## src/rtl/chip_id_shift_reader.sv

```systemverilog
// Serial reader for the hard chip ID block; presents the 64-bit ID as a constant Avalon-ST source.
// Optional re-read request port enabled by defining CHIP_ID_RESCAN_EN.
module chip_id_shift_reader #(
  parameter int CLK_DIV = 4
) (
  input  logic        clk,
  input  logic        reset,
  output logic        chipid_clk,
  output logic        chipid_shiftnld,
  input  logic        chipid_regout,
  output logic [63:0] aso_out0_data,
  output logic        aso_out0_valid,
`ifdef CHIP_ID_RESCAN_EN
  input  logic        rescan,
`endif
  input  logic        aso_out0_ready
);

  localparam int H  = CLK_DIV / 2;
  localparam int DW = (H > 1) ? $clog2(H) : 1;
  localparam logic [DW-1:0] H_LAST = DW'(H - 1);

  localparam logic [1:0] S_IDLE  = 2'd0;
  localparam logic [1:0] S_LOAD  = 2'd1;
  localparam logic [1:0] S_SHIFT = 2'd2;
  localparam logic [1:0] S_DONE  = 2'd3;

  logic [1:0]    state_q, state_d;
  logic [DW-1:0] div_q, div_d;
  logic [6:0]    cnt_q, cnt_d;
  logic          ck_q, ck_d;
  logic          snl_q, snl_d;
  logic          valid_q, valid_d;
  logic [63:0]   data_q, data_d;
  logic          rescan_req;
  logic          tick;
  logic          fall;

  // The ID never changes, so the sink's backpressure has nothing to act on.
  logic unused_ready;
  assign unused_ready = aso_out0_ready;

`ifdef CHIP_ID_RESCAN_EN
  assign rescan_req = rescan;
`else
  assign rescan_req = 1'b0;
`endif

  assign tick = (div_q == H_LAST);
  assign fall = tick && ck_q;

  always_comb begin
    state_d = state_q;
    div_d   = div_q;
    cnt_d   = cnt_q;
    ck_d    = ck_q;
    snl_d   = snl_q;
    valid_d = valid_q;
    data_d  = data_q;
    case (state_q)
      S_IDLE: begin
        state_d = S_LOAD;
        snl_d   = 1'b0;
        div_d   = '0;
        cnt_d   = '0;
        ck_d    = 1'b0;
      end
      S_LOAD, S_SHIFT: begin
        if (tick) begin
          ck_d  = ~ck_q;
          div_d = '0;
        end else begin
          div_d = div_q + 1'b1;
        end
        // Sample on the falling event: half a period after the block's rising-edge update.
        if (fall) begin
          data_d = {chipid_regout, data_q[63:1]};
          cnt_d  = cnt_q + 7'd1;
          snl_d  = 1'b1;
          if (state_q == S_LOAD) begin
            state_d = S_SHIFT;
          end else if (cnt_q == 7'd63) begin
            state_d = S_DONE;
            valid_d = 1'b1;
            ck_d    = 1'b0;
          end
        end
      end
      S_DONE: begin
        if (rescan_req) begin
          state_d = S_LOAD;
          valid_d = 1'b0;
          snl_d   = 1'b0;
          div_d   = '0;
          cnt_d   = '0;
          ck_d    = 1'b0;
        end
      end
      default: state_d = S_IDLE;
    endcase
  end

  always_ff @(posedge clk or posedge reset) begin
    if (reset) begin
      state_q <= S_IDLE;
      div_q   <= '0;
      cnt_q   <= '0;
      ck_q    <= 1'b0;
      snl_q   <= 1'b1;
      valid_q <= 1'b0;
      data_q  <= 64'h0;
    end else begin
      state_q <= state_d;
      div_q   <= div_d;
      cnt_q   <= cnt_d;
      ck_q    <= ck_d;
      snl_q   <= snl_d;
      valid_q <= valid_d;
      data_q  <= data_d;
    end
  end

  assign chipid_clk      = ck_q;
  assign chipid_shiftnld = snl_q;
  assign aso_out0_valid  = valid_q;
  assign aso_out0_data   = data_q;

endmodule

```

## config.mk

```make
export PLATFORM = sky130hd
export DESIGN_NAME = chip_id_shift_reader
export DESIGN_NICKNAME = d
export VERILOG_FILES = /design/src/rtl/chip_id_shift_reader.sv
export SDC_FILE = /design/constraint.sdc
export NUM_CORES = 1
export LEC_CHECK = 0
export CAP_MARGIN = 20
export CORE_MARGIN = 1
export CORE_UTILIZATION = 45
export CTS_BUF_LIST = sky130_fd_sc_hd__clkbuf_2 sky130_fd_sc_hd__clkbuf_4 sky130_fd_sc_hd__clkbuf_8
export CTS_CLUSTER_DIAMETER = 100
export DETAILED_ROUTE_END_ITERATION = 6
export HOLD_SLACK_MARGIN = 0.03
export PLACE_DENSITY = 0.73
export SYNTH_ARGS = -nofsm -noshare
export SYNTH_HDL_FRONTEND = slang
export SYNTH_SLANG_ARGS = --single-unit
```

## constraint.sdc

```tcl
create_clock -name clk -period 7 [get_ports clk]
set_input_delay 1.4 -clock clk [delete_from_list [all_inputs] [get_ports clk]]
set_output_delay 1.4 -clock clk [all_outputs]
set_load 0.01 [all_outputs]
```

======== Word level (Yosys, flattened, before mapping) ========
Cells that the tools add are included.
word-level totals
  register bits after elaboration ......... 77
  bits in latches ......................... 0
  bits in writable memories ............... 0
  memory bits (read-only) ................. 0
  bits of input ports ..................... 4
  logic and storage cells ................. 40
  memories ................................ 0
operators by class
  add/subtract/negate cells ............... 2
  multipliers ............................. 0
  divide/modulo/power cells ............... 0
  $lt $le $gt $ge ......................... 0
  equal/unequal tests ..................... 6
  shift-type cells ........................ 0
  muxes and demuxes ....................... 15
  bitwise logic cells ..................... 3
  reductions and logical operators ........ 7
operators with widths
  operator                                                         count
  7-bit one-hot mux with 2 select lines                            1
  7-bit by 1-bit adder with 7-bit output, second input constant    1
  7-bit by 6-bit == test with 1-bit output, second input constant  1
  7-bit two-way mux                                                1
  1-bit two-way mux                                                6
  2-bit two-way mux                                                3
  1-bit one-hot mux with 2 select lines                            3
  2-bit == test, second input constant                             2
  2-bit one-hot mux with 2 select lines                            1
  2-bit AND reduction                                              2
  4-bit AND reduction                                              1
  3-bit inequality test, second input constant                     1
  1-bit inverter                                                   3
  3-bit AND reduction                                              1
  2-bit by 1-bit == test with 1-bit output, second input constant  1
  2-bit zero test                                                  1
  2-bit inequality test, second input constant                     1
  2-bit OR reduction                                               1
  1-bit adder, second input constant                               1
  1-bit logical AND                                                1

======== Depth between registers and ports, before layout ========
Gate-level depths: netlist (run 1).
  depth in word-level cells ............... 6
  depth in mapped cells ................... 7
  gate-level depth less buffers ........... 6

======== Least setup slack after synthesis (run 1) ========
OpenSTA, ideal clock, no wires.
  kind .................................... register to output
  from .................................... register snl_q (netlist: chipid_shiftnld)
  to ...................................... output chipid_shiftnld
  data arrival time ....................... 0.529 ns
  slack ................................... 5.071 ns
  stages on the path, launching flop included .. 1
  cells stage by stage .................... dfstp_2
RTL lines
  what                      RTL line  source
  start: declaration        32        logic snl_q, snl_d;
  start signal: assignment  117       snl_q <= snl_d;
  end: declaration          9         output logic chipid_shiftnld,
No word-level cell between the ends.

======== Final worst setup path (run 1) ========
  from .................................... register snl_q (netlist: chipid_shiftnld)
  to ...................................... output chipid_shiftnld
No word-level cell between the ends.

==> results of run 1 <==
[worst min-delay path by stage]
stage                    start         endpoint  slack [ps]  cells after the start
5_1_grt        chipid_shiftnld  chipid_shiftnld         480                      2
2_1_floorplan  chipid_shiftnld  chipid_shiftnld         460                      2
4_1_cts        chipid_shiftnld  chipid_shiftnld         470                      2
6_report       chipid_shiftnld  chipid_shiftnld         460                      2
3_5_place_dp   chipid_shiftnld  chipid_shiftnld         450                      2
3_3_place_gp   chipid_shiftnld  chipid_shiftnld         450                      2
[cell usage in the layout, fill, tap and decap left out, drive strengths merged]
cell	Yosys	layout
dfrtp	76	76
clkdlybuf4s50	0	69
mux2	65	65
clkbuf	2	12
o21ai	10	10
nand2	6	6
ha	6	6
nor2	4	4
clkinv	0	4
inv	4	3
a22o	3	3
nand4	2	2
a31oi	2	2
buf	7	2
nor2b	2	2
and3	1	1
o21bai	1	1
or3b	1	1
and4	1	1
a311o	1	1
nand2b	1	1
mux2i	1	1
a31o	1	1
a21oi	1	1
or3	1	1
dfstp	1	1
clkinvlp	0	1
[report_power, final]
group          switching [mW]  internal (mW)  total [mW]
Sequential            0.00248          0.448       0.451
Clock                   0.150          0.150       0.300
Combinational          0.0125        0.00973      0.0222
Total                   0.165          0.608       0.773
[metrics by stage]
stage	utilization	hold slack (ps)	instances	setup slack [ps]	instance area, sq um
after CTS	0.618	467	355	4180	3970
after floorplan	-	465	200	3630	3020
after global placement	0.590	451	339	4290	3790
after global routing	0.618	478	355	4150	3970
final	0.618	461	355	4210	3970
after detailed placement	0.590	454	339	4290	3790
[logic make-up (layout without fill, tap and decap cells)]
family	Yosys count	after routing
AO/OA/AOI/OAI	19	19
adder cells (fa/ha/maj)	6	6
buffers and inverters	13	91
flip-flops	77	77
multiplexers	66	66
AND/OR/NAND/NOR	19	19
[routing by layer]
layer / routed length [um] / part of all wire
met5: 0 / 0
met4: 19 / 0.0038
met3: 372 / 0.074
met2: 2310 / 0.46
met1: 2320 / 0.46
[worst reg2reg max path, stage by stage, from the launching register on]
cell and delay [ps]:
dfrtp_1 410, inv_1 80, ha_1 380, nor2b_4 540
buf_4 580, mux2_2 410
[cells in the mapped netlist]
master and number:
a311o_1 1, mux2i_1 1, dfrtp_1 76, and3_1 1, mux2_2 65, nand2_1 6
nand2b_1 1, a31oi_1 2, o21ai_0 10, o21bai_1 1, inv_1 4, clkbuf_1 1
buf_2 7, a22o_1 3, and4_1 1, nor2b_1 2, or3b_1 1, nor2_1 4
a31o_2 1, ha_1 6, clkbuf_2 1, a21oi_1 1, dfstp_2 1, nand4_1 2
or3_1 1
[flip-flops by register name, summed over array words and instances, names as in the netlist]
register	count
aso_out0_data	64
aso_out0_valid	1
chipid_clk	1
chipid_shiftnld	1
cnt_q	7
div_q	1
state_q	2
[layout make-up]
type | count | area [sq um]
Multi-Input combinational cell | 110 | 1040
Sequential cell | 77 | 1930
Timing Repair Buffer | 71 | 706
Inverter | 4 | 16.3
Fill cell | 500 | 2450
Clock inverter | 4 | 22.5
Clock buffer | 12 | 159
Tap cell | 77 | 96.3
==> impl_metrics.csv, run 1 <==
group,metric,value,unit
worst_setup_path,end_kind,"primary output",
final_layout,drive_gt1_frac,0.313,
worst_setup_path,r2r_start,"state_q[0]",
grt,grt_antenna_before_repair,0,
drt,vias,1805,
timing,clock_skew,4.39,ps
die,ioPinCount,71,
placed_design,dp_hpwl,3300,um
clocking,root_buffer,"clkbuf_8",
grt,overflow,0,
timing,finalSetupTns,0,ps
clocking,cts_resized,0,
clocking,cts_buffers,9,
clocking,clock-sinks,77,
logic_synthesis,synth_compound_area_frac,0.0397,
power,total_power,773,uW
grt,grt_pass1_vias,1815,
drt,first_pass_iters,6,
worst_setup_path,worstPathCellList,"clkdlybuf4s50_1",
power,power.density,195,mW/mm^2
worst_setup_path,cp-endpoint,"chipid_shiftnld",
logic_synthesis,synthCells,200,
drt,postRouteAntennaNets,0,
die,fp.coreArea,0.00642,sq mm
clocking,cts_hold_buffers,0,
drt,via_per_inst,5.08,
clocking,cts_tree,"yes",
logic_synthesis,synth_seq_cells,77,
worst_setup_path,path_buf_inv,1,
grt,met3_usage,0.0653,
logic_synthesis,synth_area_leaders,"dfrtp_1 63%, mux2_2 24%, ha_1 2.5%",
worst_setup_path,worst-setup-path-type,"reg2out",
worst_setup_path,worstPathArrival,1390,ps
die,die_area,0.00705,sq mm
timing,hold_viol_final,0,
worst_setup_path,r2r_slack,4490,ps
die,dieWidth,84.0,um
timing,clock.fmax,0.359,GHz
run,maxCapViolCount,0,
worst_setup_path,cp_top_family,"flip-flops",
worst_setup_path,worst-r2r-cell-count,5,
drt,detail_route.wl_per_cell,14.1,um
logic_synthesis,ys_warn_count,0,
timing,slew_violations,0,
worst_setup_path,critPathLaunch,"chipid_shiftnld",
timing,worst_pin_slew,943,ps
run_status,violations,"design-rule violations",
die,initial_utilization,0.471,
logic_synthesis,synth_xor_area_frac,0,
run_status,status,"complete, but fails checks",
logic_synthesis,netlist_area,0.00302,sq mm
final_layout,syn2layout_area_growth,31.4,%
clocking,clk-insertion-delay-late,330,ps
timing,finalSetupViolCount,0,
clocking,ctsLongestPathBuffers,2,
logic_synthesis,syn_nets,210,
timing,fin_crit_sh,0.398,
logic_synthesis,synth_top_family_by_area,"multiplexers",
drt,finalWirelength,5020,um
grt,grt_max_degree,78,
worst_setup_path,startpoint_type,"register",
final_layout,nNetsFinal,283,
die,die_h,84.0,um
die,row_count,29,
logic_synthesis,avgSynthCellArea,15.1,sq um
clocking,postCtsSetupRepairBufs,0,
worst_setup_path,cp.required,5600,ps
placed_design,gp_congestion,0.739,
drt,first_iter_violations,66,
final_layout,antenna_cells,0,
logic_synthesis,synth_simple_gate_area_frac,0.0327,
min_path,hold_class,"reg2reg",
timing,min_period,2790,ps
clocking,cts.reportedPaths.clkPinSlew,70,ps
logic_synthesis,synth.distinct_cells,25,
worst_setup_path,max_stage_delay,530,ps
worst_setup_path,critPathSlowestCell,"dfstp_2",
timing,max_slew_margin,0.371,
logic_synthesis,synth_top_area_frac,0.629,
worst_setup_path,worst-path-stages,1,
logic_synthesis,ys_seq_area_frac,0.638,
grt,busiest_layer,"met2",
grt,grt_use_met2,0.235,
worst_setup_path,rr_endpoint,"aso_out0_data[2]",
timing,rsz0062_at_grt,"no",
logic_synthesis,muxShareOfSynthArea,0.245,
grt,grt_pass1_wl,8650,um
power,worst_ir_drop_vdd,0.113,mV
drt,drc_errors,14,
placed_design,io_buffers,69,
logic_synthesis,yosys.area.top_type,"dfrtp_1",
grt,grt_use_met1,0.208,
clocking,cts_max_level,3,
logic_synthesis,synthAdderAreaFrac,0.0248,
power,p_leak,1.86,nW
worst_setup_path,critPathMaxFanout,2,
grt,grt.total_usage,0.158,
Note: power is estimated with default switching activity, not from simulation.
==> inputs of run 2 (changes only) <==
==> constraint.sdc (replaced) <==
create_clock -name clk -period 2.78 [get_ports clk]
set_input_delay 0.556 -clock clk [delete_from_list [all_inputs] [get_ports clk]]
set_output_delay 0.556 -clock clk [all_outputs]
set_load 0.01 [all_outputs]
==> run 2 against run 1 <==
Effect of this change: the flow still finishes with violations (design-rule violations); utilization up 0.66 points; highest routed layer unchanged; die area unchanged; sequential share of layout area down 0.51 points; clock power rose to 2.8 times the previous value; critical path type unchanged; final cell count unchanged; via count up 1.7%; first-iteration DRC count down 1.5%; largest power group unchanged.
==> impl_metrics.csv, run 2 (synthesized netlist as in run 1, its figures left out) <==
group,metric,value,unit
min_path,hp-start,"chipid_shiftnld",
worst_setup_path,r2r_start,"state_q[0]",
final_layout,antenna_cells,0,
power,power.density,506,mW/mm^2
drt,first_iter_violations,65,
drt,postRouteAntennaNets,0,
drt,finalWirelength,4940,um
timing,max_slew_margin,0.588,
worst_setup_path,critPathSlowestCell,"dfstp_2",
final_layout,final_cells,355,
timing,fin_crit_sh,0.701,
min_path,hold_depth,2,
placed_design,io_buffers,69,
clocking,postCtsSetupRepairBufs,0,
worst_setup_path,end_kind,"primary output",
clocking,ctsLongestPathBuffers,2,
placed_design,dp.cells,340,
worst_setup_path,path_buf_inv,1,
timing,slew_violations,0,
worst_setup_path,max_stage_delay,530,ps
clocking,cts_max_level,3,
final_layout,syn2layout_area_growth,32.8,%
timing,finalSetupViolCount,0,
timing,finalSetupTns,0,ps
clocking,cts_buffers,9,
timing,fin_ws,833,ps
grt,grt_max_degree,78,
die,ioPinCount,71,
grt,grt_pass1_wl,8560,um
grt,grt_pass1_vias,1788,
die,die_h,84.0,um
placed_design,dp_hpwl,3250,um
drt,vias,1836,
die,initial_utilization,0.471,
worst_setup_path,critPathMaxFanout,2,
worst_setup_path,worst-setup-path-type,"reg2out",
run,maxCapViolCount,0,
worst_setup_path,worstPathArrival,1390,ps
die,fp.coreArea,0.00642,sq mm
worst_setup_path,cp.required,2220,ps
grt,overflow,0,
timing,min_period,1950,ps
grt,grt_antenna_before_repair,0,
drt,drc_errors,16,
drt,detail_route.wl_per_cell,13.9,um
final_layout,nNetsFinal,284,
final_layout,largest_register_ffs,64,
worst_setup_path,r2r_slack,850,ps
drt,first_pass_iters,6,
die,dieWidth,84.0,um
timing,rsz0062_at_grt,"no",
clocking,cts.reportedPaths.clkPinSlew,70,ps
worst_setup_path,worst-r2r-cell-count,5,
clocking,cts_tree,"yes",
power,total_power,2.03,mW
worst_setup_path,cp_top_family,"flip-flops",
clocking,clk-insertion-delay-late,330,ps
run_status,status,"complete, but fails checks",
min_path,whs_endpoint,"chipid_shiftnld",
clocking,root_buffer,"clkbuf_8",
final_layout,mostFrequentLayoutCells,"76 x dfrtp_1, 69 x clkdlybuf4s50_1, 65 x mux2_2",
worst_setup_path,rr_endpoint,"aso_out0_data[12]",
final_layout,drive_gt1_frac,0.313,
worst_setup_path,startpoint_type,"register",
die,row_count,29,
placed_design,gp_congestion,0.784,
min_path,hold_class,"reg2reg",
timing,clock.fmax,0.514,GHz
timing,hold_viol_final,0,
timing,clock_skew,5.24,ps
run_status,violations,"design-rule violations",
placed_design,dpl_worst_slack,857,ps
power,p_leak,1.88,nW
power,worst_ir_drop_vdd,0.308,mV
worst_setup_path,worstPathCellList,"clkdlybuf4s50_1",
timing,worst_pin_slew,617,ps
clocking,cts_resized,0,
clocking,clock-sinks,77,
clocking,cts_hold_buffers,0,
drt,via_per_inst,5.17,
grt,grt.total_usage,0.155,
die,die_area,0.00705,sq mm
final_layout,mostFrequentLayoutCell,"dfrtp_1",
[run 2: changes by cell type in the layout (fill, tap and decap cells not counted), sizes merged]
cell,delta
buf,+1
bufinv,+1
clkinv,-3
clkinvlp,+1
[run 2: how the worst max path moves through the flow]
stage / from / endpoint / slack, ps / cells past startpoint
after floorplan: reset / aso_out0_data[0] / 260 / 1
after global placement: state_q[0] / aso_out0_data[13] / 870 / 5
after detailed placement: state_q[0] / aso_out0_data[12] / 860 / 5
after CTS: chipid_shiftnld / chipid_shiftnld / 810 / 1
after global routing: state_q[0] / cnt_q[4] / 720 / 6
final: chipid_shiftnld / chipid_shiftnld / 830 / 1
[run 2: area by class of cell]
class	instances	area (sq um)
well taps	77	96.3
clock buffers	12	159
clock inverters	3	45.0
fillers	484	2410
inverters	4	16.3
flip-flops and latches	77	1930
repair buffers	72	726
multi-input cells	110	1040
[run 2: report_power, final]
group          switching (mW)  internal (mW)  leakage [nW]
Sequential            0.00632           1.13          1.03
Combinational          0.0314         0.0266         0.749
Clock                   0.371          0.469        0.0981
[run 2: layer usage]
layer  share of wire  GRT usage
met5               0          0
met4           0.018     0.0799
met3           0.061     0.0406
met2            0.44      0.226
met1            0.48      0.215
[run 2: tightest hold or removal path, cell delays in order (launching register included)]
cell and delay [ps]:
dfstp_2 370, nand2_1 50, nand2_1 50
[run 2: metrics by stage]
step           utilization  cell area [sq um]  hold WS (ps)
6_report             0.625               4010           462
5_1_grt              0.625               4010           480
4_1_cts              0.625               4010           467
3_5_place_dp         0.593               3810           454
3_3_place_gp         0.593               3810           451
2_1_floorplan            -               3020           465
==> inputs of run 3 (changes only) <==
--- a/config.mk
+++ b/config.mk
@@ -12,7 +12,7 @@
 export CTS_CLUSTER_DIAMETER = 100
 export DETAILED_ROUTE_END_ITERATION = 6
 export HOLD_SLACK_MARGIN = 0.03
-export PLACE_DENSITY = 0.73
+export PLACE_DENSITY = 0.76
 export SYNTH_ARGS = -nofsm -noshare
 export SYNTH_HDL_FRONTEND = slang
 export SYNTH_SLANG_ARGS = --single-unit
==> constraint.sdc (replaced) <==
create_clock -name clk -period 1.7 [get_ports clk]
set_input_delay 0.34 -clock clk [delete_from_list [all_inputs] [get_ports clk]]
set_output_delay 0.34 -clock clk [all_outputs]
set_load 0.01 [all_outputs]
==> run 3 against run 2 <==
Effect of this change: the flow still finishes with violations (design-rule violations); clock skew rose by 7.0 ps; wire length rose by 5.7%; die area did not move; non-clock buffer count rose by 8; critical path type is now reg2reg; largest power group unchanged; highest routed layer unchanged.
==> impl_metrics.csv, run 3 (synthesized netlist as in run 1, its figures left out) <==
group,metric,value,unit
run_status,status,"complete, but fails checks",
run_status,violations,"design-rule violations",
final_layout,nNetsFinal,292,
clocking,clock-sinks,77,
grt,grt_pass1_wl,8640,um
clocking,root_buffer,"clkbuf_8",
timing,finalSetupViolCount,0,
worst_setup_path,worstPathCellList,"buf_4 > ha_2 > or3b_4 > buf_6 > a31oi_1 > o21ai_0 > o21ai_0",
min_path,hold_class,"in2async",
clocking,cts.reportedPaths.clkPinSlew,70,ps
worst_setup_path,worst-r2r-cell-count,7,
drt,via_per_inst,5.11,
final_layout,largest_register_ffs,64,
timing,whs,461,ps
timing,fin_crit_sh,0.964,
clocking,cts_max_level,3,
drt,detail_route.wl_per_cell,14.4,um
worst_setup_path,r2r_slack,60,ps
worst_setup_path,r2r_start,"state_q[0]",
drt,first_pass_iters,6,
drt,vias,1861,
die,ioPinCount,71,
power,total_power,3.32,mW
worst_setup_path,crit_top_cell,"o21ai_0",
timing,min_period,1640,ps
die,dieWidth,84.0,um
worst_setup_path,worst-setup-path-type,"reg2reg",
final_layout,drive_gt1_frac,0.348,
final_layout,fin_area,0.00412,sq mm
worst_setup_path,startpoint_type,"register",
worst_setup_path,worstPathArrival,1890,ps
grt,grt_antenna_before_repair,0,
timing,finalSetupTns,0,ps
drt,postRouteAntennaNets,0,
final_layout,mostFrequentLayoutCell,"dfrtp_1",
placed_design,io_buffers,69,
die,die_h,84.0,um
placed_design,placed_area,0.00390,sq mm
die,initial_utilization,0.471,
final_layout,syn2layout_area_growth,36.3,%
die,fp.coreArea,0.00642,sq mm
clocking,cts_buffers,9,
final_layout,antenna_cells,0,
timing,slew_violations,0,
worst_setup_path,end_kind,"register",
timing,hold_viol_final,0,
power,worst_ir_drop_vdd,0.600,mV
run,maxCapViolCount,0,
die,die_area,0.00705,sq mm
worst_setup_path,rr_endpoint,"cnt_q[5]",
timing,worst_pin_slew,396,ps
clocking,ctsLongestPathBuffers,2,
worst_setup_path,cp.required,1960,ps
die,row_count,29,
drt,first_iter_violations,76,
timing,max_slew_margin,0.736,
drt,finalWirelength,5220,um
final_layout,mostFrequentLayoutCells,"76 x dfrtp_1, 67 x clkdlybuf4s50_1, 65 x mux2_2",
placed_design,dp_hpwl,3450,um
final_layout,final_cells,364,
grt,overflow,0,
grt,grt.total_usage,0.160,
clocking,clk-insertion-delay-late,340,ps
timing,clock.fmax,0.610,GHz
timing,rsz0062_at_grt,"no",
clocking,cts_tree,"yes",
power,p_leak,1.95,nW
worst_setup_path,critPathMaxFanout,6,
drt,drc_errors,9,
grt,grt_pass1_vias,1721,
final_layout,nFillCells,495,
worst_setup_path,max_stage_delay,400,ps
timing,clock_skew,12.3,ps
power,power.density,806,mW/mm^2
worst_setup_path,critPathSlowestCell,"dfrtp_1",
placed_design,dp.cells,347,
grt,grt_max_degree,78,
placed_design,gp_congestion,0.762,
==> run 3: cell count changes in the layout (fill, tap and decap cells not counted), sizes merged <==
cell / change
clkdlybuf4s50: -2
dlygate4sd2: +1
buf: +8
dlymetal6s2s: +1
clkinvlp: -1
clkinv: +2
==> run 3: worst max-delay path, delay by kind of cell (launching register included) <==
kind	cells	cell delay, ps
simple gates	1	400
flops	1	400
buf+inv	2	290
compound gates	3	310
fa+ha+maj	1	180
==> run 3: power breakdown <==
part / leakage [nW] / internal, mW / switching [mW]
clock network: 0.107 / 0.749 / 0.621
logic: 0.815 / 0.0436 / 0.0521
registers: 1.03 / 1.85 / 0.0112
total: 1.95 / 2.64 / 0.684
==> run 3: area by class of cell <==
| type | count | area (sq um) | area share |
|---|---|---|---|
| Sequential cell | 77 | 1930 | 0.468 |
| Multi-Input combinational cell | 110 | 1060 | 0.257 |
| Timing Repair Buffer | 80 | 816 | 0.198 |
| Clock buffer | 12 | 153 | 0.0370 |
| Tap cell | 77 | 96.3 | 0.0234 |
| Clock inverter | 4 | 48.8 | 0.0118 |
| Inverter | 4 | 18.8 | 0.00455 |
==> run 3: how the worst max path moves through the flow <==
| stage | slack (ps) | depth (start not counted) | endpoint | startpoint |
|---|---|---|---|---|
| 2_1_floorplan | 9 | 6 | cnt_q[6] | state_q[0] |
| 5_1_grt | 10 | 1 | aso_out0_data[35] | aso_out0_data[35] |
| 3_5_place_dp | 7 | 7 | cnt_q[5] | state_q[0] |
| 4_1_cts | 0.3 | 7 | cnt_q[5] | state_q[0] |
| 6_report | 60 | 7 | cnt_q[5] | state_q[0] |
| 3_3_place_gp | 80 | 7 | cnt_q[5] | state_q[0] |
==> run 3: stage by stage <==
step                       util  setup WS [ps]
after floorplan               -           8.73
after global placement    0.608           76.1
after detailed placement  0.608           7.10
after CTS                 0.639          0.333
after global routing      0.642           12.9
final                     0.642           61.7
==> run 3: metal layers <==
metal	track usage	vias to the layer above	wire length, um
met4	0.0611	0	68
li1	-	872	-
met3	0.0643	5	288
met5	0	-	0
met1	0.216	941	2350
met2	0.232	43	2520
==> run 3: what timing repair did <==
item / in CTS / in global routing
hold buffers: 0 / 0
setup buffers: 0 / 1
resized for setup: 1 / 6
setup endpoints to repair: 1 / 14
hold endpoints to repair: 0 / 0
pin swaps: 0 / 1
